===== config.mk =====
export PLATFORM = sky130hd
export DESIGN_NAME = reg_serial_reader
export DESIGN_NICKNAME = d
export VERILOG_FILES = /design/src/rtl/reg_serial_reader.sv
export SDC_FILE = /design/constraint.sdc
export NUM_CORES = 1
export LEC_CHECK = 0
export CORE_UTILIZATION = 53
export DETAILED_ROUTE_END_ITERATION = 16
export GPL_ROUTABILITY_DRIVEN = 0
export PLACE_DENSITY = 0.85
export SLEW_MARGIN = 20
export SYNTH_ARGS = -nofsm -noshare
export SYNTH_HDL_FRONTEND = slang
export SYNTH_SLANG_ARGS = --single-unit

===== constraint.sdc =====
create_clock -name i_clk -period 3.63 [get_ports i_clk]
set_clock_uncertainty 0.1 [all_clocks]
set_input_delay 0.726 -clock i_clk [delete_from_list [all_inputs] [get_ports i_clk]]
set_output_delay 0.726 -clock i_clk [all_outputs]
set_load 0.005 [all_outputs]

===== src/rtl/reg_serial_reader.sv =====
// MSB-first serial transmitter for a captured parallel word, with valid/last/done framing.
// Optional PARITY_EN macro appends an even-parity bit as the final frame bit.
module reg_serial_reader #(
    parameter int unsigned WIDTH = 32,
    parameter int unsigned CNT_W = 6
) (
    input  logic             i_clk,
    input  logic             i_rst_n,
    input  logic             i_enable,
    input  logic [WIDTH-1:0] i_d,
    input  logic             i_hold,
    output logic             o_ready,
    output logic             o_serial_out,
    output logic             o_serial_valid,
    output logic             o_last,
    output logic             o_done
);

`ifdef PARITY_EN
    typedef enum logic [1:0] {StIdle, StShift, StPar, StDone} state_e;
`else
    typedef enum logic [1:0] {StIdle, StShift, StDone} state_e;
`endif

    state_e             r_state, w_state_d;
    logic [WIDTH-1:0]   r_shift, w_shift_d;
    logic [CNT_W-1:0]   r_cnt, w_cnt_d;
`ifdef PARITY_EN
    logic               r_parity, w_parity_d;
`endif

    always_ff @(posedge i_clk) begin
        if (!i_rst_n) begin
            r_state  <= StIdle;
            r_shift  <= '0;
            r_cnt    <= '0;
`ifdef PARITY_EN
            r_parity <= 1'b0;
`endif
        end else begin
            r_state  <= w_state_d;
            r_shift  <= w_shift_d;
            r_cnt    <= w_cnt_d;
`ifdef PARITY_EN
            r_parity <= w_parity_d;
`endif
        end
    end

    always_comb begin
        w_state_d  = r_state;
        w_shift_d  = r_shift;
        w_cnt_d    = r_cnt;
`ifdef PARITY_EN
        w_parity_d = r_parity;
`endif
        case (r_state)
            StIdle: begin
                if (i_enable) begin
                    w_shift_d  = i_d;
                    w_cnt_d    = CNT_W'(WIDTH - 1);
`ifdef PARITY_EN
                    w_parity_d = ^i_d;
`endif
                    w_state_d  = StShift;
                end
            end
            StShift: begin
                if (!i_hold) begin
                    w_shift_d = {r_shift[WIDTH-2:0], 1'b0};
                    if (r_cnt == '0) begin
`ifdef PARITY_EN
                        w_state_d = StPar;
`else
                        w_state_d = StDone;
`endif
                    end else begin
                        w_cnt_d = r_cnt - CNT_W'(1);
                    end
                end
            end
`ifdef PARITY_EN
            StPar: begin
                if (!i_hold) begin
                    w_state_d = StDone;
                end
            end
`endif
            StDone:  w_state_d = StIdle;
            default: w_state_d = StIdle;
        endcase
    end

    // Outputs decode only registered state, so no input reaches an output combinationally.
    always_comb begin
        o_ready        = 1'b0;
        o_serial_out   = 1'b0;
        o_serial_valid = 1'b0;
        o_last         = 1'b0;
        o_done         = 1'b0;
        case (r_state)
            StIdle: o_ready = 1'b1;
            StShift: begin
                o_serial_out   = r_shift[WIDTH-1];
                o_serial_valid = 1'b1;
`ifndef PARITY_EN
                o_last         = (r_cnt == '0);
`endif
            end
`ifdef PARITY_EN
            StPar: begin
                o_serial_out   = r_parity;
                o_serial_valid = 1'b1;
                o_last         = 1'b1;
            end
`endif
            StDone:  o_done = 1'b1;
            default: o_ready = 1'b0;
        endcase
    end

endmodule


# After elaboration in Yosys (flattened, before gate mapping)
# Cells that the tools add are included.
# op_classes
n_addsub,1
eq_ne,6
mux,16
n_reduce_logical,6
# op_table
op,count
32-bit two-way mux,2
32-bit case mux with 2 select lines,1
6-bit two-way mux,3
6-bit case mux with 2 select lines,1
"2-bit != test, second input constant",4
6-bit logical NOT,1
2-bit two-way mux,3
3-bit AND reduction,2
"6-bit by 1-bit subtractor with 6-bit output, second input constant",1
1-bit two-way mux,5
2-bit case mux with 2 select lines,1
4-bit AND reduction,1
"2-bit by 1-bit equality test with 1-bit output, second input constant",1
"2-bit equality test, second input constant",1
2-bit logical NOT,1
2-bit nonzero test,1
# word_totals
register_bits,40
in_bits,36
output_inout_bits,5
elab_cells,32

# Longest topological paths before layout
# logic_depth
depth_word,4
depth_mapped,6
mapped_depth_nobuf,6

# Least setup slack after synthesis
# No wires, ideal clock.
# synth_timing
path_kind,register to output
start,register r_cnt[0]
end,output port o_last
arrival_ns,1.102
required_ns,2.804
slack_ns,1.702
stages_incl_launch_ff,6
path_cell_list,dfxtp_1 inv_1 ha_1 nor4bb_4 nand2_1 nor2_1
# synth_via
elab_chain_cells,2
# synth_rtl
element,line,text
from (decl),27,"logic [CNT_W-1:0] r_cnt, w_cnt_d;"
from (signal assigned),43,r_cnt <= w_cnt_d;
6-bit logical NOT,107,o_last = (r_cnt == '0);
1-bit two-way mux,101,case (r_state)
to (decl),15,"output logic o_last,"
# Every way passes these cells.

# Worst setup path after layout
# Ends and elaborated chain as after synthesis.

==> impl_results.md <==
* # clock sinks at 40
* DIE HEIGHT at between 60 and 70 um
* Period minus WS final at 2917 ps
* Hold slack at 379.5 ps
* Clock latency on the worst-skew pair at 350 ps
* Area grow syn2layout at 25.74%
* GRT overflow at 0
* Status: finished clean
* Seq/Total Area, Yosys at between 40% and 50%
* Fin crit share at 80.36%
* Die Wd at 61.19 um
* Global Route Usage Sum at 22.65%
* Total Wirelength at roughly 3.7 mm
* Initial antenna violation count at 0
* Share of layout cells above drive strength 1 at under 10%
* Reg-to-Reg End: r_shift[19]
* Synthesis-stage register bit count at 40
* Core Region at 3337 sq um
* CP max FO at 4
* Critical path class: flip-flop to output port
* Root Driver: clkbuf_4
* Postcts setup bufs at 0
* Crit. End Element: output port
* Worst Hold Depth at 2
* Mean Syn Cell Area at 8.108 sq um
* Hold-fix buffers, CTS at 0
* H-tree levels at 2
* Vias in the first global route at 1514
* DRC at 0
* Slew HR at 59.22%
* Pwr/cell area at between 400 and 500 nW/um^2
* WL per Instance at around 12 um
* Post-synth design cell area at around 1900 sq um
* CP max-delay cell: clkdlybuf4s50_1
* Async S/R FF share, synth at 0%
* Final Cell Area at 2335 sq um
* CTS tree: built
* Syn Nets at 267
* Final slew viol count at 0
* Peak VDD IR at 0.2423 mV
* First-pass GRT wire length at 6.348 mm
* Most instantiated library cell after synthesis: nand2_1
* Hold Crit Class: flip-flop to flip-flop
* Router iterations before antenna repair at 4
* Setup repair after global routing missed its margin: false
* Leakage at around 0.9 nW
* Starting Density at about 56%
* Max_cap viols at 0
* Post-synth top cells: nand2_1 (65), dfxtp_1 (40), nor2_1 (38)
* I/O Buffers at 40
* CTS Buffer Depth at 2
* Req. time, crit path at 2800 ps
* Post-DP Area at ~2300 sq um
* Vias at 1656
* Fillers at 283
* Crit start category: flip-flop
* Io pins at 41
* Reg2Reg Launch Point: r_state[0]
* Total Power at roughly 1.1 mW
* Finish-stage setup viols at 0
* Initial drt markers at 114
* Hold path endpoint: r_shift[0]
* EDFF count, synth at 0
* Top post-synthesis cells by area: dfxtp_1 (43%), a311oi_1 (15%), nand2_1 (13%)
* Largest net degree at the start of global routing at 46
* Synth warn at 0
* ANT cells at 0
* Netlist cell types at 31
* Highest clock rate at between 300 and 400 MHz
* CTS buffer count at 5
* Synth Flop Type: dfxtp_1
* Top-area cell type share of the netlist area at between 40% and 50%
* Fin Setup TNS at 0 ps
* Cell count after synthesis at 229
* Final Util at 69.97%
* R2R cell count at 5
* DRT antenna net count at 0
* Yosys top cell by area: dfxtp_1
* Critical Path, Cell by Cell: inv_1 > ha_1 > nor4bb_4 > nand2_1 > nor2_1 > clkdlybuf4s50_1
* Min-delay src: r_shift[0]
* HPWL Detailed at 2.460 mm
* Die ar. at 3744 sq um
* Placement row count at 21
* Nets at 299
* CTS resizes at 0
* Crit path largest cell delay at 500 ps
* Worst Path Arrival at ~2100 ps
* Vias per inst at between 5 and 6
* Clock-pin transition on the worst setup and hold timing paths at 100 ps
* Least-Margin Pin Slew at 610.8 ps
* Final Hold Fails at 0
* R2R Setup Slk at 1720 ps
[cell type report]
type	instances	area (sq um)	area share [%]
clock inverter	2	35.03	1.501
multi-input combinational	167	950.9	40.73
timing repair buffer	42	427.9	18.33
inverter	5	21.27	0.9110
clock buffer	6	41.29	1.768
tap	46	57.56	2.465
sequential	40	800.8	34.30
[state kept, by name (all words and copies together), names as in the netlist]
name,count
r_cnt,6
r_shift,32
r_state,2
[where the power goes]
part | total, mW | leakage [nW] | internal (mW) | switching, mW
logic | 0.253 | 0.516 | 0.120 | 0.133
clock network | 0.284 | 0.0422 | 0.144 | 0.139
registers | 0.528 | 0.332 | 0.494 | 0.0343
[metal layers]
metal  global-route usage (%)  vias up  part of all wire [%]
li1                         -      860                     -
met1                    28.61      758                    46
met2                    37.89       31                    49
met3                    4.622        7                   3.0
met4                    9.091        0                   1.4
met5                        0        -                     0
[metrics by stage]
stage               setup slack (ps)  std cells
floorplan                       1702        229
global placement               996.0        300
detailed placement             926.3        300
CTS                            694.0        308
global route                   570.1        308
finish                         713.1        308
[critical path: cells and delay by family (launching register included)]
family	cells	cell delay, ps
and+or+nand+nor	3	650
buffers and inverters	2	590
DFF	1	360
adders and majority gates	1	160
[placed cells by master (no fill, tap or decap)]
cell type and instances:
a221oi_4 1, clkbuf_4 5, a211oi_1 2, a311oi_1 32
or3_1 1, nor3b_1 1, nand3_1 2, inv_2 1
nand2b_4 1, nor2_1 38, clkinv_2 1, buf_4 1
mux2i_1 1, nand2b_1 3, clkbuf_1 1, inv_4 1
a21oi_1 1, nand2_1 65, inv_1 3, nor4bb_4 1
and2_1 2, nor3_1 3, nor2b_1 2, and3_1 1
ha_1 2, and4_1 3, a21oi_4 1, dfxtp_1 40
bufinv_16 1, nor3_2 1, o31a_1 1, a31oi_1 1
clkdlybuf4s50_1 40, buf_12 1, a21boi_1 1
[worst max path at each step]
stage                     slack [ps]  cells after the start          end  startpoint
after floorplan                 1700                      5       o_last    r_cnt[0]
after global placement          1000                      6  r_shift[18]      i_hold
after detailed placement         930                      6  r_shift[19]      i_hold
after CTS                        690                      6       o_last    r_cnt[0]
after global routing             570                      6       o_last    r_cnt[0]
final                            710                      6       o_last    r_cnt[0]
[kinds of logic after synthesis]
kind of cell | after synthesis | synth area share, %
and+or+nand+nor | 124 | 29.65
muxes | 1 | 0.5391
adders and majority gates | 2 | 1.347
buffers and inverters | 22 | 6.065
AOI/OAI and AO/OA | 40 | 19.27
DFF | 40 | 43.13
(Power assumes the default switching activity.)
==> variant 1, RTL diff (config.mk and constraints unchanged) <==
`CNT_W`: 6 -> 12.
--- a/src/rtl/reg_serial_reader.sv
+++ b/src/rtl/reg_serial_reader.sv
@@ -3,5 +3,5 @@
 module reg_serial_reader #(
     parameter int unsigned WIDTH = 32,
-    parameter int unsigned CNT_W = 6
+    parameter int unsigned CNT_W = 12
 ) (
     input  logic             i_clk,
Behaviour: same outputs for any inputs over 10 cycles, from zero or initial values and one cycle with i_rst_n low; that may be too few to reach the edited logic, so the function may still have changed.
==> variant 1 against the unedited design <==
- clock power grew 26%
- cell area grew 17%
- setup slack lost 0.31 ns
- critical endpoint unchanged
- total power grew 20%
- sequential cell count grew 6
- worst hold slack lost 0.0052 ns
- via count grew 26%
- critical path depth grew 1
- synthesized area grew 18%
- synthesized cell count grew 18%
- routed wire length grew 31%
- largest power group unchanged
==> variant 1: results (changes against the unedited design) <==
Parameter                              Value

Power and ir drop
  Worst supply voltage drop on vdd ... 0.266 mV (+9.6%)
  Net switching power ... 378 µW (+23%)
  Leakage power ... 1.03 nW (+15%)
  Proportion of power drawn by flip-flops and latches ... 0.474 (-0.022)
  Sequential group power ... 606 µW (+15%)
  Share of total power in combinational logic ... 0.246 (+0.008)

Setup path
  Worst reg-to-reg path cell count ... 6 (+1)
  Critical Path AT ... 2.40 ns (+0.31 ns)

Routing
  Sum of met3 wire segment lengths after detailed routing ... 237 µm (+120%)
  Number of vias after detailed routing ... 2094 (+26%)
  Sum of routed wire segments on met1 ... 2.18 mm (+29%)
  Final routed wire length divided by cell count ... 13.6 µm (+15%)

Synth
  Number of distinct library cells after synthesis ... 41 (+32%)
  Post-Synth Adder-Cell Area ... 0.0115 (-0.00202)
  Sequential area share after synthesis ... 0.422 (-0.00973)
  Fraction of the mapped netlist area in compound gates ... 0.237 (+0.0438)
  Cells after synthesis ... 270 (+18%)
  Ranking of synthesized cells by instance count ... sky130_fd_sc_hd__nand2_1 (63), sky130_fd_sc_hd__dfxtp_1 (46), sky130_fd_sc_hd__nor2_1 (40), sky130_fd_sc_hd__a311oi_1 (34), sky130_fd_sc_hd__clkbuf_1 (17)

Placement
  Worst slack after detailed placement ... 0.740 ns (-0.186 ns)
  Placed instance area ... 0.00262 mm² (+16%)

Cells and area
  Multi-input combinational cell area ... 0.00117 mm² (+23%)
  Post-layout net count ... 340 (+14%)
  # fillers ... 307 (+8.5%)
  Clock network contribution to total cell area ... 0.0403 (+0.00762)
  Buffers excl. clock ... 46 (+9.5%)
  Sequential cell area ... 921 µm² (+15%)
  Fraction of layout instances using a drive strength above 1 ... 0.0759 (+0.0148)
  Number of logic inverters in the finished layout ... 6 (+1)

Outcome
  Run status ... complete, no violations

Clock network
  Clk slew on worst S/H paths ... 0.08 ns (-0.02 ns)

Global route
  Global routing met2 resource utilization ... 0.402 (+0.0229)
  Vias in the first global route ... 1830 (+21%)

Timing
  Worst slew margin ... 0.592 (about the same)
[variant 1: kinds of logic after synthesis]
group           count (synthesis)
compound gates                 61
fa+ha+maj                       2
simple gates                  134
flops                          46
buf+inv                        27
[variant 1: worst max-delay path: stages, from the launching register on]
cell                              delay [ns]
sky130_fd_sc_hd__dfxtp_1                0.35
sky130_fd_sc_hd__inv_1                  0.09
sky130_fd_sc_hd__ha_1                   0.16
sky130_fd_sc_hd__nor4bb_1               0.54
sky130_fd_sc_hd__nand4_1                0.16
sky130_fd_sc_hd__buf_4                  0.21
sky130_fd_sc_hd__nor2_1                 0.09
sky130_fd_sc_hd__clkdlybuf4s50_1        0.50
[variant 1: path summary, 6_finish.rpt]
path / from / to / slack (ns)
setup reg to reg: r_cnt[0] / r_cnt[1] / 1.38
hold reg to reg: r_shift[1] / r_shift[2] / 0.37
setup / recovery: r_cnt[0] / o_last / 0.40
hold / removal: r_shift[1] / r_shift[2] / 0.37
==> variant 2, RTL diff (same flow settings) <==
Made on the original files. Encoding of `state_e`: now one-hot (3 bits for 3 states).
--- a/src/rtl/reg_serial_reader.sv
+++ b/src/rtl/reg_serial_reader.sv
@@ -20,5 +20,5 @@
     typedef enum logic [1:0] {StIdle, StShift, StPar, StDone} state_e;
 `else
-    typedef enum logic [1:0] {StIdle, StShift, StDone} state_e;
+    typedef enum logic [2:0] {StIdle = 3'b001, StShift = 3'b010, StDone = 3'b100} state_e;
 `endif
 
Function: same outputs for any inputs over 10 cycles, from zero or initial values and one cycle with i_rst_n low; not proved beyond that.
==> variant 2 against the unedited design <==
- synthesized area is 11% higher
- setup slack worse by 0.064 ns
- non-clock buffer count is 1 higher
- sequential cell count is 1 higher
- first-iteration DRC count is 47% higher
- cell area is 11% higher
- total power is 6.7% higher
- routed wire length is 13% higher
- critical endpoint is now o_serial_out
- largest power group unchanged
==> variant 2: results (changes against the unedited design) <==
Parameter                              Value

Global route
  Vias in the first global route ... 1621 (+7.1%)
  Maximum number of pins on one net before global-route repair ... 64 (+39%)
  Fraction of met1 tracks used by global routing ... 0.270 (-0.0158)

Synth
  Sequential area share after synthesis ... 0.398 (-0.0330)
  Cells after synthesis ... 234 (+2.2%)
  Syn_nets ... 272 (+1.9%)
  Ranking of synthesized cells by area ... sky130_fd_sc_hd__dfxtp_1 (40%), sky130_fd_sc_hd__a311oi_2 (19%), sky130_fd_sc_hd__nand2_1 (12%)

Placement
  Placed Cells incl. Taps ... 308 (+2.7%)
  Placed wire-length estimate ... 2.55 mm (+3.5%)

Routing
  Final routed wire length divided by cell count ... 13.1 µm (+10%)
  Vias/cell ... 5.51 (+2.4%)
  Number of DRC markers after the initial detailed-route iteration ... 168 (+47%)
  First-pass iteration count of the detailed router ... 5 (+1)
  Sum of met3 wire segment lengths after detailed routing ... 160 µm (+45%)

Cells and area
  Final non-filler cell area ... 0.00259 mm² (+11%)
  Area share of buffers outside the clock network ... 0.168 (-0.0149)
  Number of sequential cells ... 41 (+2.5%)
  Multi-input logic portion of the cell area ... 0.438 (+0.0310)
  Fraction of layout instances using a drive strength above 1 ... 0.157 (+0.0956)
  # fillers ... 293 (+3.5%)
  Syn-to-layout area delta ... 25.5%
  Multi-input combinational cell count ... 172 (+3.0%)
  Proportion of cell area occupied by registers ... 0.317 (-0.0256)
  Buffers excl. clock ... 43 (+2.4%)

Timing
  Worst hold margin ... 0.364 ns (-0.0155 ns)
  Slew of the pin with the lowest slew margin ... 0.571 ns (-0.0395 ns)

Clock network
  Clk slew on worst S/H paths ... 0.07 ns (-0.03 ns)
  Clk Latency, worst-skew pair ... 0.30 ns (-0.05 ns)

Setup path
  Register-to-register setup slack ... 1.47 ns (-0.25 ns)
  Top delay family on crit path ... buffers and inverters
  Max Fanout on Critical Path ... 35 (+31)
  Startpoint of the most critical register-to-register path ... r_state[1]

Power and ir drop
  Internal ... 830 µW (+9.4%)
  Leakage power ... 0.927 nW (+4.3%)
  Worst supply voltage drop on vdd ... 0.359 mV (+48%)

Outcome
  Run status ... complete, no violations
[variant 2: changes by cell type in the layout (fill, tap and decap cells not counted), sizes merged, moves of 2 or more]
| cell | change |
|---|---|
| nor2 | -3 |
| nand2b | -2 |
| and4 | -2 |
| a31oi | +2 |
| inv | -3 |
| o21ai | +2 |
| nor2b | -2 |
| a21oi | +3 |
| o21a | +2 |
| nand3b | +2 |
[variant 2: cell families (layout without fill, tap and decap cells)]
| group | count (synthesis) | in the layout | synth area share |
|---|---|---|---|
| compound gates | 49 | 49 | 0.276 |
| fa+ha+maj | 2 | 2 | 0.0121 |
| buf+inv | 21 | 55 | 0.0516 |
| flops | 41 | 41 | 0.398 |
| simple gates | 121 | 121 | 0.262 |
[variant 2: power groups by stage]
stage | clock, mW | combinational [mW] | sequential [mW]
after detailed placement | 0 | 0.225 | 0.534
after floorplan | 0 | 0.161 | 0.527
after global routing | 0.409 | 0.250 | 0.532
final | 0.385 | 0.226 | 0.526
after global placement | 0 | 0.220 | 0.533
after CTS | 0.390 | 0.227 | 0.524
